--- config.mk ---
export PLATFORM = sky130hd
export DESIGN_NAME = exe_mdu
export DESIGN_NICKNAME = d
export VERILOG_FILES = /design/src/rtl/exe_mdu.sv
export SDC_FILE = /design/constraint.sdc
export NUM_CORES = 1
export LEC_CHECK = 0
export BUFFER_PORTS_ARGS = -buffer_cell sky130_fd_sc_hd__buf_4
export CORE_AREA = 10 10 120 122
export CTS_CLUSTER_DIAMETER = 50
export DETAILED_ROUTE_END_ITERATION = 7
export DIE_AREA = 0 0 130 132
export PLACE_DENSITY = 0.79
export SYNTH_ARGS = -nofsm -noshare
export SYNTH_HDL_FRONTEND = slang
export SYNTH_SLANG_ARGS = --single-unit
--- constraint.sdc ---
create_clock -name clk -period 0.8 [get_ports clk]
set_input_delay 0.08 -clock clk [delete_from_list [all_inputs] [get_ports clk]]
set_output_delay 0.08 -clock clk [all_outputs]
set_load 0.005 [all_outputs]
--- src/rtl/exe_mdu.sv ---
// Execute stage with EX/MEM output register; single-cycle ALU plus iterative unsigned mul/div.
// Define EXE_MDU_MULDIV_EN to build the multi-cycle multiply/divide unit.
module exe_mdu #(
  parameter int unsigned DATA_W = 16,
  parameter int unsigned REG_AW = 4
) (
  input  logic              clk,
  input  logic              rst,
  input  logic              flush,
  input  logic [2:0]        aluop_i,
  input  logic [2:0]        alusel_i,
  input  logic [DATA_W-1:0] reg0_i,
  input  logic [DATA_W-1:0] reg1_i,
  input  logic [REG_AW-1:0] waddr_i,
  input  logic              we_i,
  output logic              stallreq,
  output logic              we_o,
  output logic [REG_AW-1:0] waddr_o,
  output logic [DATA_W-1:0] wdata_o,
  output logic [1:0]        memrw_o,
  output logic [DATA_W-1:0] memaddr_o,
  output logic [DATA_W-1:0] memdata_o
);
  localparam int unsigned SH_W = $clog2(DATA_W);

  logic [SH_W-1:0]   sh;
  logic [DATA_W-1:0] res;
  logic              we_n;
  logic [1:0]        memrw_n;
  logic [DATA_W-1:0] memaddr_n;
  logic [DATA_W-1:0] memdata_n;

  logic              hold;
  logic              md_done;
  logic [DATA_W-1:0] md_res;
  logic [REG_AW-1:0] md_waddr;
  logic              md_we;

  assign sh = reg1_i[SH_W-1:0];

  always_comb begin
    res       = '0;
    we_n      = we_i;
    memrw_n   = 2'b00;
    memaddr_n = '0;
    memdata_n = '0;
    case (alusel_i)
      3'b001: case (aluop_i)
        3'b000:  res = reg0_i & reg1_i;
        3'b001:  res = reg0_i | reg1_i;
        3'b010:  res = reg0_i ^ reg1_i;
        3'b011:  res = ~reg0_i;
        default: res = '0;
      endcase
      3'b010: case (aluop_i)
        3'b000:  res = reg0_i << sh;
        3'b001:  res = reg0_i >> sh;
        3'b010:  res = DATA_W'($signed(reg0_i) >>> sh);
        default: res = '0;
      endcase
      3'b011: case (aluop_i)
        3'b000:  res = reg0_i + reg1_i;
        3'b001:  res = reg0_i - reg1_i;
        3'b010:  res = DATA_W'($signed(reg0_i) < $signed(reg1_i));
        3'b011:  res = DATA_W'(reg0_i < reg1_i);
        3'b100:  res = DATA_W'(reg0_i != reg1_i);
        default: res = '0;
      endcase
      3'b100: case (aluop_i)
        3'b000: begin
          memrw_n   = 2'b01;
          memaddr_n = reg0_i;
        end
        3'b001: begin
          memrw_n   = 2'b10;
          memaddr_n = reg0_i;
          memdata_n = reg1_i;
          we_n      = 1'b0;
        end
        default: memrw_n = 2'b00;
      endcase
      default: res = '0;
    endcase
  end

`ifdef EXE_MDU_MULDIV_EN
  typedef enum logic [1:0] {IDLE, BUSY, DONE} state_t;

  state_t            state, state_n;
  logic [DATA_W-1:0] hi, lo, opnd;
  logic [1:0]        md_op;
  logic [SH_W-1:0]   cnt;
  logic              md_valid, div_zero;
  logic [DATA_W:0]   add_sum, shifted, diff;

  assign md_valid = (alusel_i == 3'b101) && !aluop_i[2];
  assign div_zero = aluop_i[1] && (reg1_i == '0);

  // hi:lo doubles as product (multiply) or remainder:quotient (divide)
  assign add_sum = {1'b0, hi} + {1'b0, (lo[0] ? opnd : {DATA_W{1'b0}})};
  assign shifted = {hi, lo[DATA_W-1]};
  assign diff    = shifted - {1'b0, opnd};

  always_comb begin
    state_n  = state;
    stallreq = 1'b0;
    case (state)
      IDLE: if (md_valid) begin
        stallreq = 1'b1;
        state_n  = div_zero ? DONE : BUSY;
      end
      BUSY: begin
        stallreq = 1'b1;
        if (cnt == SH_W'(DATA_W - 1)) state_n = DONE;
      end
      DONE:    state_n = IDLE;
      default: state_n = IDLE;
    endcase
    if (flush) state_n = IDLE;
  end

  always_ff @(posedge clk or negedge rst) begin
    if (!rst) begin
      state    <= IDLE;
      hi       <= '0;
      lo       <= '0;
      opnd     <= '0;
      md_op    <= '0;
      cnt      <= '0;
      md_waddr <= '0;
      md_we    <= 1'b0;
    end else begin
      state <= state_n;
      if (state == IDLE && md_valid && !flush) begin
        md_op    <= aluop_i[1:0];
        opnd     <= aluop_i[1] ? reg1_i : reg0_i;
        cnt      <= '0;
        md_waddr <= waddr_i;
        md_we    <= we_i;
        if (div_zero) begin
          hi <= reg0_i;
          lo <= '1;
        end else begin
          hi <= '0;
          lo <= aluop_i[1] ? reg0_i : reg1_i;
        end
      end else if (state == BUSY) begin
        cnt <= cnt + 1'b1;
        if (md_op[1]) begin
          hi <= diff[DATA_W] ? shifted[DATA_W-1:0] : diff[DATA_W-1:0];
          lo <= {lo[DATA_W-2:0], ~diff[DATA_W]};
        end else begin
          hi <= add_sum[DATA_W:1];
          lo <= {add_sum[0], lo[DATA_W-1:1]};
        end
      end
    end
  end

  assign hold    = stallreq;
  assign md_done = (state == DONE);
  assign md_res  = md_op[0] ? hi : lo;
`else
  assign stallreq = 1'b0;
  assign hold     = 1'b0;
  assign md_done  = 1'b0;
  assign md_res   = '0;
  assign md_waddr = '0;
  assign md_we    = 1'b0;
`endif

  always_ff @(posedge clk or negedge rst) begin
    if (!rst) begin
      we_o      <= 1'b0;
      waddr_o   <= '0;
      wdata_o   <= '0;
      memrw_o   <= 2'b00;
      memaddr_o <= '0;
      memdata_o <= '0;
    end else if (flush || hold) begin
      we_o      <= 1'b0;
      waddr_o   <= '0;
      wdata_o   <= '0;
      memrw_o   <= 2'b00;
      memaddr_o <= '0;
      memdata_o <= '0;
    end else if (md_done) begin
      we_o      <= md_we;
      waddr_o   <= md_waddr;
      wdata_o   <= md_res;
      memrw_o   <= 2'b00;
      memaddr_o <= '0;
      memdata_o <= '0;
    end else begin
      we_o      <= we_n;
      waddr_o   <= waddr_i;
      wdata_o   <= res;
      memrw_o   <= memrw_n;
      memaddr_o <= memaddr_n;
      memdata_o <= memdata_n;
    end
  end
endmodule

-- After elaboration in Yosys (flattened, before gate mapping)
Index checks and enable logic that the tools add are counted.
- register bits: 55
- bits of input ports: 46
- word-level logic and storage cells: 46
- add/sub/neg operators: 2
- $lt $le $gt $ge: 2
- eq/ne operators: 9
- shift-type cells: 3
- mux-type cells: 18
- bitwise logic cells: 4
- reduce and logical (&&, ||, !) cells: 2
- operator list (operator ; count):
    16-bit 2-to-1 mux ; 7
    16-bit one-hot mux with 3 select lines ; 2
    16-bit one-hot mux with 5 select lines ; 1
    16-bit one-hot mux with 4 select lines ; 1
    16-bit less-than comparator ; 2
    16-bit adder ; 1
    16-bit bitwise AND ; 1
    16-bit inequality test ; 1
    16-bit inverter ; 1
    16-bit OR ; 1
    16-bit by 4-bit << shifter with 16-bit output ; 1
    16-bit by 4-bit >> shifter with 16-bit output ; 1
    16-bit by 4-bit >>> shifter with 16-bit output ; 1
    16-bit subtractor ; 1
    16-bit bitwise XOR ; 1
    3-bit by 2-bit == test with 1-bit output, second input constant ; 4
    3-bit by 1-bit == test with 1-bit output, second input constant ; 2
    3-bit == test, second input constant ; 2
    2-bit 2-to-1 mux ; 2
    4-bit 2-to-1 mux ; 1
    2-bit one-hot mux with 2 select lines ; 1
    3-bit logical NOT ; 1
    1-bit 2-to-1 mux ; 3
    2-bit OR reduction ; 1

-- Longest topological paths before layout
Gate-level depths: netlist of the first run.
- depth after elaboration: 5
- gate-level depth with buffers: 12

-- Least setup slack after synthesis of the first run
No wires, ideal clock.
- path type: input to register
- from: input reg1_i[1]
- to: register wdata_o[11]
- arrival: 2.228 ns
- setup slack: -1.516 ns
- stages: 12
- path buffers: 3
- path through: buf_6 -> buf_6 -> inv_2 -> buf_2 -> ha_1 -> nor2_1 -> o311ai_0 -> a21oi_1 -> nand2_1 -> o31ai_1 -> mux2_2 -> a41oi_1
- longest elaborated chain between the ends: 4
- elaborated cells between the ends (all ways): 9
- ends and longest elaborated chain (element ; line ; RTL):
    from (decl) ; 13 ; input logic [DATA_W-1:0] reg1_i,
    16-bit subtractor, or another cell as far along ; 63 ; 3'b001: res = reg0_i - reg1_i;
    16-bit one-hot mux with 5 select lines or 16-bit one-hot mux with 3 select lines (tied branches) ; 61, 55 ;
    16-bit one-hot mux with 3 select lines * ; 47 ; case (alusel_i)
    16-bit 2-to-1 mux * ; 180 ; end else if (flush || hold) begin
    to (signal assigned) ; 190 ; wdata_o <= md_res;
    to (signal assigned) ; 197 ; wdata_o <= res;
    to (decl) ; 19 ; output logic [DATA_W-1:0] wdata_o,
Every way passes the cells marked *; elsewhere a longest branch is shown, timed or not.

-- Worst setup path in the final report of the first run
- from: input reg1_i[2]
- to: register wdata_o[15]
The elaborated chain is that of the path after synthesis.

==> run_results.csv, run 1 <==
group,metric,value,unit
setup_path,path_max_fanout,5,
synthesis,yosysSeqAreaShare,23.37,%
timing,holdWs,0.01812,ns
synthesis,ys_ff_latch,55,
timing,slew_violations,0,
power_and_ir_drop,p_leak,4.848,nW
setup_path,path_cells,"buf_8 -> clkinvlp_4 -> ha_4 -> o211ai_1 -> o211ai_1 -> a21o_1 -> a31oi_2 -> o311a_1 -> a311oi_2 -> o211ai_1",
global_route,grt_start_max_net_pins,56,
detailed_routing,drt-pass1-iter-count,6,
timing,worst_pin_slew,0.6137,ns
clocking,clock_path_buffers,2,
synthesis,synth-xor-area-share,2.082,%
setup_path,crit_type,"primary input to flop",
worst_hold_path,holdPathEnd,"waddr_o[2]$_DFF_PN0_",
synthesis,synth_top_area_cell,"dfrtp_1",
timing,finalCritPeriodShare,271.6,%
floorplan,rows,40,
clocking,numCtsBuffers,5,
cells_and_area,final_cells,1181,
synthesis,synth-adder-area-share,11.52,%
clocking,clkSlewWorstSetupHoldPaths,0.08,ns
timing,fmax,0.4602,GHz
timing,setup_viol,105,
detailed_routing,wirelength,36580,um
floorplan,die_w,130,um
worst_hold_path,hp-start,"waddr_i[2]",
floorplan,io_pins,102,
synthesis,synth_fp_nets,797,
detailed_routing,drc,0,
synthesis,synthArstFlopShare,100.0,%
detailed_routing,ant_nets,0,
global_route,met3_usage,8.327,%
synthesis,yosys.area_share.simple,17.79,%
cells_and_area,mostFrequentLayoutCells,"268 x buf_4, 82 x buf_6, 57 x nor2_1",
floorplan,core,0.01191,mm2
synthesis,syn-instance-count,698,
power_and_ir_drop,vdd_ir_drop_max,1.033,mV
global_route,grt_use_met1,43.95,%
placement,io_buffer_count,100,
setup_path,worstPathRequired,0.97,ns
synthesis,synthTopCellsByArea,"dfrtp_1 23%, ha_1 11%, mux4_2 6.5%",
timing,fin_crit,2.173,ns
synthesis,yosys_warnings,0,
clocking,clockRootBuffer,"clkbuf_16",
placement,hpwlAfterDp,21000,um
cells_and_area,nets,1133,
global_route,grt_pass1_vias,8023,
floorplan,fp.dieH,132,um
status,violations,"negative setup slack",
setup_path,setup.worst_path.start_class,"primary input",
worst_hold_path,min_path_cells,2,
synthesis,synth.mux.area_fraction,14.92,%
global_route,antenna_found_initial,0,
placement,dp.cells,1141,
global_route,grt_first_pass_wirelength,48730,um
detailed_routing,drtIter0Drc,1560,
flow_run,maxCapViolations,0,
timing,setup_ws,-1.373,ns
cells_and_area,drive_above_1_share,56.19,%
synthesis,synth_top_area_share,23.37,%
synthesis,synth_flop_cell,"dfrtp_1",
timing,rsz0062_at_grt,"yes",
floorplan,initial_core_util,49.43,%
cells_and_area,final_common_cell,"buf_4",
worst_hold_path,min_path_type,"primary input to flop",
power_and_ir_drop,total_power,11.35,mW
setup_path,cp.arrival,2.35,ns
synthesis,synth_cell_type_count,69,
status,outcome,"finished with violations",
detailed_routing,drt-wirelength-per-cell,30.97,um
global_route,busiest_layer,"met2",
clocking,cts_tree,"yes",
power_and_ir_drop,power_density,1066,mW/mm2
detailed_routing,vias_per_cell,7.093,
setup_path,max_stage_delay,0.52,ns
setup_path,path_common_cell,"o211ai_1",
cells_and_area,num_antenna_cells,0,
setup_path,end_kind,"flop",
timing,maxSlewHeadroom,58.03,%
detailed_routing,vias,8377,
setup_path,cp_slowest_cell,"o211ai_1",
clocking,cts_max_level,2,
global_route,globalRouteTotalUtil,36.51,%
timing,finalHoldViolCount,0,
synthesis,synth_compound_area_share,21.25,%
cells_and_area,area_growth,80.81,%
global_route,grt_overflow,0,
floorplan,die-area,0.01716,mm2
synthesis,syn-cell-area,0.005888,mm2
global_route,use_met2,57.55,%
synthesis,synth_top_family_by_area,"compound AO/OA/AOI/OAI gates",
clocking,cts_sinks,55,
synthesis,synth_area_per_cell,8.436,um2
placement,gp_congestion,1.021,
cells_and_area,finalCoreUtilization,89.38,%
synthesis,synth_edf_count,0,
## cells in the mapped netlist, types with 10 or more instances
cell and count:
nand2_1 49, dfrtp_1 55, o211ai_1 11, a21oi_1 54, xnor2_1 11, inv_1 57, ha_1 51, nor4_1 20
mux2i_1 21, o21ai_0 29, nor3_1 34, a31oi_1 11, buf_2 15, nor2_1 68, a211oi_1 17, mux4_2 17
nand2b_1 12, clkbuf_1 24, nor2b_1 10
## per-stage QoR
step                      cell area, um2  setup TNS, ns  setup WS (ns)
after floorplan                     6277         -20.26         -1.212
after global placement              8678         -35.23         -1.356
after detailed placement            8678         -38.01         -1.406
after CTS                          10080         -22.06        -0.9353
after global routing               10650         -29.92         -1.335
final                              10650         -28.38         -1.373
## registers in the layout (all words and copies together), names as in the netlist
register and count:
memrw_o 2, waddr_o 4, memaddr_o 16, we_o 1, memdata_o 16, wdata_o 16
## metal layers
layer / routed length [um] / share of wire [%]
met5: 0 / 0
met4: 3638 / 9.9
met3: 5150 / 14
met2: 15880 / 43
met1: 11910 / 33
## worst max-delay path, delay by kind of cell
family,cells,cell delay (ns)
AO/OA/AOI/OAI,7,1.71
adder cells (fa/ha/maj),1,0.33
buffers and inverters,2,0.21
## what timing repair did
item                                    4_1_cts  5_1_grt
gates cloned                                  4        0
gates resized for setup                     213      115
buffers inserted                             17       19
hold buffers                                  1        0
endpoints found under the setup margin      105      105
pin swaps                                    42       47
endpoints found under the hold margin        55        0
## worst max-delay path by stage
| stage | from | endpoint | slack, ns | depth (start not counted) |
|---|---|---|---|---|
| 6_report | reg1_i[2] | wdata_o[15]$_DFF_PN0_ | -1.37 | 10 |
| 3_5_place_dp | reg0_i[0] | wdata_o[10]$_DFF_PN0_ | -1.41 | 10 |
| 4_1_cts | reg0_i[3] | wdata_o[15]$_DFF_PN0_ | -0.94 | 10 |
| 2_1_floorplan | reg1_i[1] | wdata_o[11]$_DFF_PN0_ | -1.21 | 12 |
| 5_1_grt | reg1_i[2] | wdata_o[15]$_DFF_PN0_ | -1.34 | 10 |
| 3_3_place_gp | reg0_i[1] | wdata_o[11]$_DFF_PN0_ | -1.36 | 11 |
## where the power goes
part | switching (mW) | internal [mW] | total, mW
combinational | 3.26 | 2.66 | 5.92
sequential | 0.0183 | 2.81 | 2.83
clock | 1.14 | 1.47 | 2.61
total | 4.41 | 6.94 | 11.4
## final cells by class
cell class	instances	area [um2]
clock buffer	6	128.9
clock inverter	1	30.03
fill	500	1265
inverter	58	235.2
multi-input combinational	532	5144
sequential	55	1376
tap	147	183.9
timing repair buffer	382	3548
## cells by family after synthesis
logic type	count (synthesis)
other cells	1
fa+ha+maj	53
compound gates	191
flops	55
buf+inv	111
xor+xnor	14
simple gates	219
mux	54
No activity file was read; power rests on OpenSTA's default activity.
==> run 2: changes to the inputs <==
- CTS_BUF_LIST: unset -> sky130_fd_sc_hd__clkbuf_4 sky130_fd_sc_hd__clkbuf_8
==> run 2 against run 1 <==
Effect of this change: the flow finishes with violations (negative hold slack, negative setup slack); first-iteration DRC count down 2.1%; non-clock buffer count up 1; combinational power down 0.7%; worst hold slack worse by 0.040 ns; maximum frequency up 2.5%; largest power group unchanged.
==> run_results.csv, run 2 (same netlist as run 1, synthesis figures left out) <==
group,metric,value,unit
global_route,use_met2,56.33,%
timing,finalCritPeriodShare,264.9,%
timing,setup_viol,105,
timing,setup_tns,-26.41,ns
detailed_routing,drt-pass1-iter-count,7,
cells_and_area,mostFrequentLayoutCells,"278 x buf_4, 76 x buf_6, 56 x nor2_1",
flow_run,maxCapViolations,0,
floorplan,fp.dieH,132,um
cells_and_area,num_antenna_cells,0,
cells_and_area,final_cell_area,0.01059,mm2
status,outcome,"finished with violations",
floorplan,rows,40,
cells_and_area,nets,1134,
placement,dp.cells,1141,
global_route,grt_overflow,0,
setup_path,crit_family,"compound AO/OA/AOI/OAI gates",
floorplan,die_w,130,um
clocking,clkSlewWorstSetupHoldPaths,0.10,ns
global_route,globalRouteTotalUtil,35.26,%
power_and_ir_drop,power_density,1012,mW/mm2
power_and_ir_drop,total_power,10.72,mW
timing,slew_violations,0,
timing,rsz0062_at_grt,"yes",
setup_path,worstSetupStartpoint,"reg1_i[2]",
placement,io_buffer_count,100,
placement,postPlaceCellArea,0.008678,mm2
clocking,clock_path_buffers,2,
global_route,busiest_layer,"met2",
placement,hpwlAfterDp,21000,um
power_and_ir_drop,vdd_ir_drop_max,0.7577,mV
worst_hold_path,min_path_cells,2,
global_route,antenna_found_initial,1,
floorplan,io_pins,102,
setup_path,path_max_fanout,5,
setup_path,crit_end,"wdata_o[15]$_DFF_PN0_",
detailed_routing,wirelength,35180,um
worst_hold_path,min_path_type,"primary input to flop",
setup_path,path_common_cell,"o211ai_1",
global_route,grt_pass1_vias,7944,
cells_and_area,finalCoreUtilization,88.89,%
setup_path,cp_slowest_cell,"o211ai_1",
clocking,cts_sinks,55,
setup_path,path_depth,10,
cells_and_area,final_common_cell,"buf_4",
clocking,clockRootBuffer,"clkbuf_8",
placement,pre_cts_slack,-1.406,ns
floorplan,initial_core_util,49.43,%
global_route,grt_first_pass_wirelength,47290,um
placement,gp_congestion,1.021,
clocking,cts_tree,"yes",
power_and_ir_drop,p_leak,4.807,nW
cells_and_area,top_regs,"memaddr_o: 16 flops, memdata_o: 16 flops, wdata_o: 16 flops",
setup_path,path_buf_inv,2,
setup_path,end_kind,"flop",
timing,maxSlewHeadroom,58.88,%
timing,fmax,0.4718,GHz
global_route,grt_use_met1,42.32,%
setup_path,worstPathRequired,1.01,ns
timing,finalHoldViolCount,1,
setup_path,cp.arrival,2.33,ns
detailed_routing,vias_per_cell,7.017,
detailed_routing,drc,0,
timing,fin_crit,2.119,ns
detailed_routing,vias,8294,
status,violations,"negative hold slack, negative setup slack",
cells_and_area,area_growth,79.81,%
timing,worst_pin_slew,0.6012,ns
setup_path,path_cells,"buf_8 -> clkinvlp_4 -> ha_4 -> o211ai_1 -> o211ai_1 -> a21o_1 -> a31oi_2 -> o311a_1 -> a311oi_2 -> o211ai_1",
timing,setup_ws,-1.319,ns
timing,holdWs,-0.02212,ns
setup_path,crit_type,"primary input to flop",
global_route,grt_start_max_net_pins,56,
global_route,met3_usage,7.321,%
cells_and_area,final_cells,1182,
clocking,cts_max_level,2,
setup_path,setup.worst_path.start_class,"primary input",
floorplan,core,0.01191,mm2
clocking,numCtsBuffers,5,
detailed_routing,ant_nets,0,
floorplan,die-area,0.01716,mm2
cells_and_area,drive_above_1_share,55.75,%
setup_path,max_stage_delay,0.52,ns
detailed_routing,drt-wirelength-per-cell,29.76,um
detailed_routing,drtIter0Drc,1528,
run 2: cell count changes in the layout (fill, tap and decap cells not counted), moves of 6 or more:
cell     change
inv_1        -6
a21oi_1      +7
buf_6        -6
buf_4       +10
a21oi_2      -7
run 2: area by class of cell:
type	count	area, um2
clock buffers	6	76.32
clock inverters	1	30.03
fillers	523	1324
inverters	58	241.5
multi-input cells	532	5181
flip-flops and latches	55	1376
well taps	147	183.9
repair buffers	383	3498
run 2: worst min path at each step:
stage	start	slack [ns]	to
final	waddr_i[3]	-0.02	waddr_o[3]$_DFF_PN0_
after CTS	waddr_i[3]	0.002	waddr_o[3]$_DFF_PN0_
after floorplan	rst	-0.22	memaddr_o[0]$_DFF_PN0_
after detailed placement	rst	0.09	wdata_o[13]$_DFF_PN0_
after global placement	rst	0.08	memrw_o[1]$_DFF_PN0_
after global routing	waddr_i[3]	-0.007	waddr_o[3]$_DFF_PN0_
run 2: layer usage:
layer	up-vias	share of wire [%]
li1	3229	-
met1	3882	33
met2	878	44
met3	303	14
met4	2	8.7
met5	-	0.045
run 2: power by group:
part           leakage [nW]  switching (mW)  internal (mW)
clock network        0.0547            1.05          0.957
registers             0.762          0.0194           2.81
logic                  3.99            3.21           2.67
run 2: what timing repair did:
item / CTS / global route
hold buffers: 3 / 0
pin swaps: 54 / 52
resized for setup: 217 / 88
gates cloned: 4 / 1
hold endpoints to repair: 57 / 0
buffers inserted: 17 / 11
setup endpoints to repair: 105 / 105
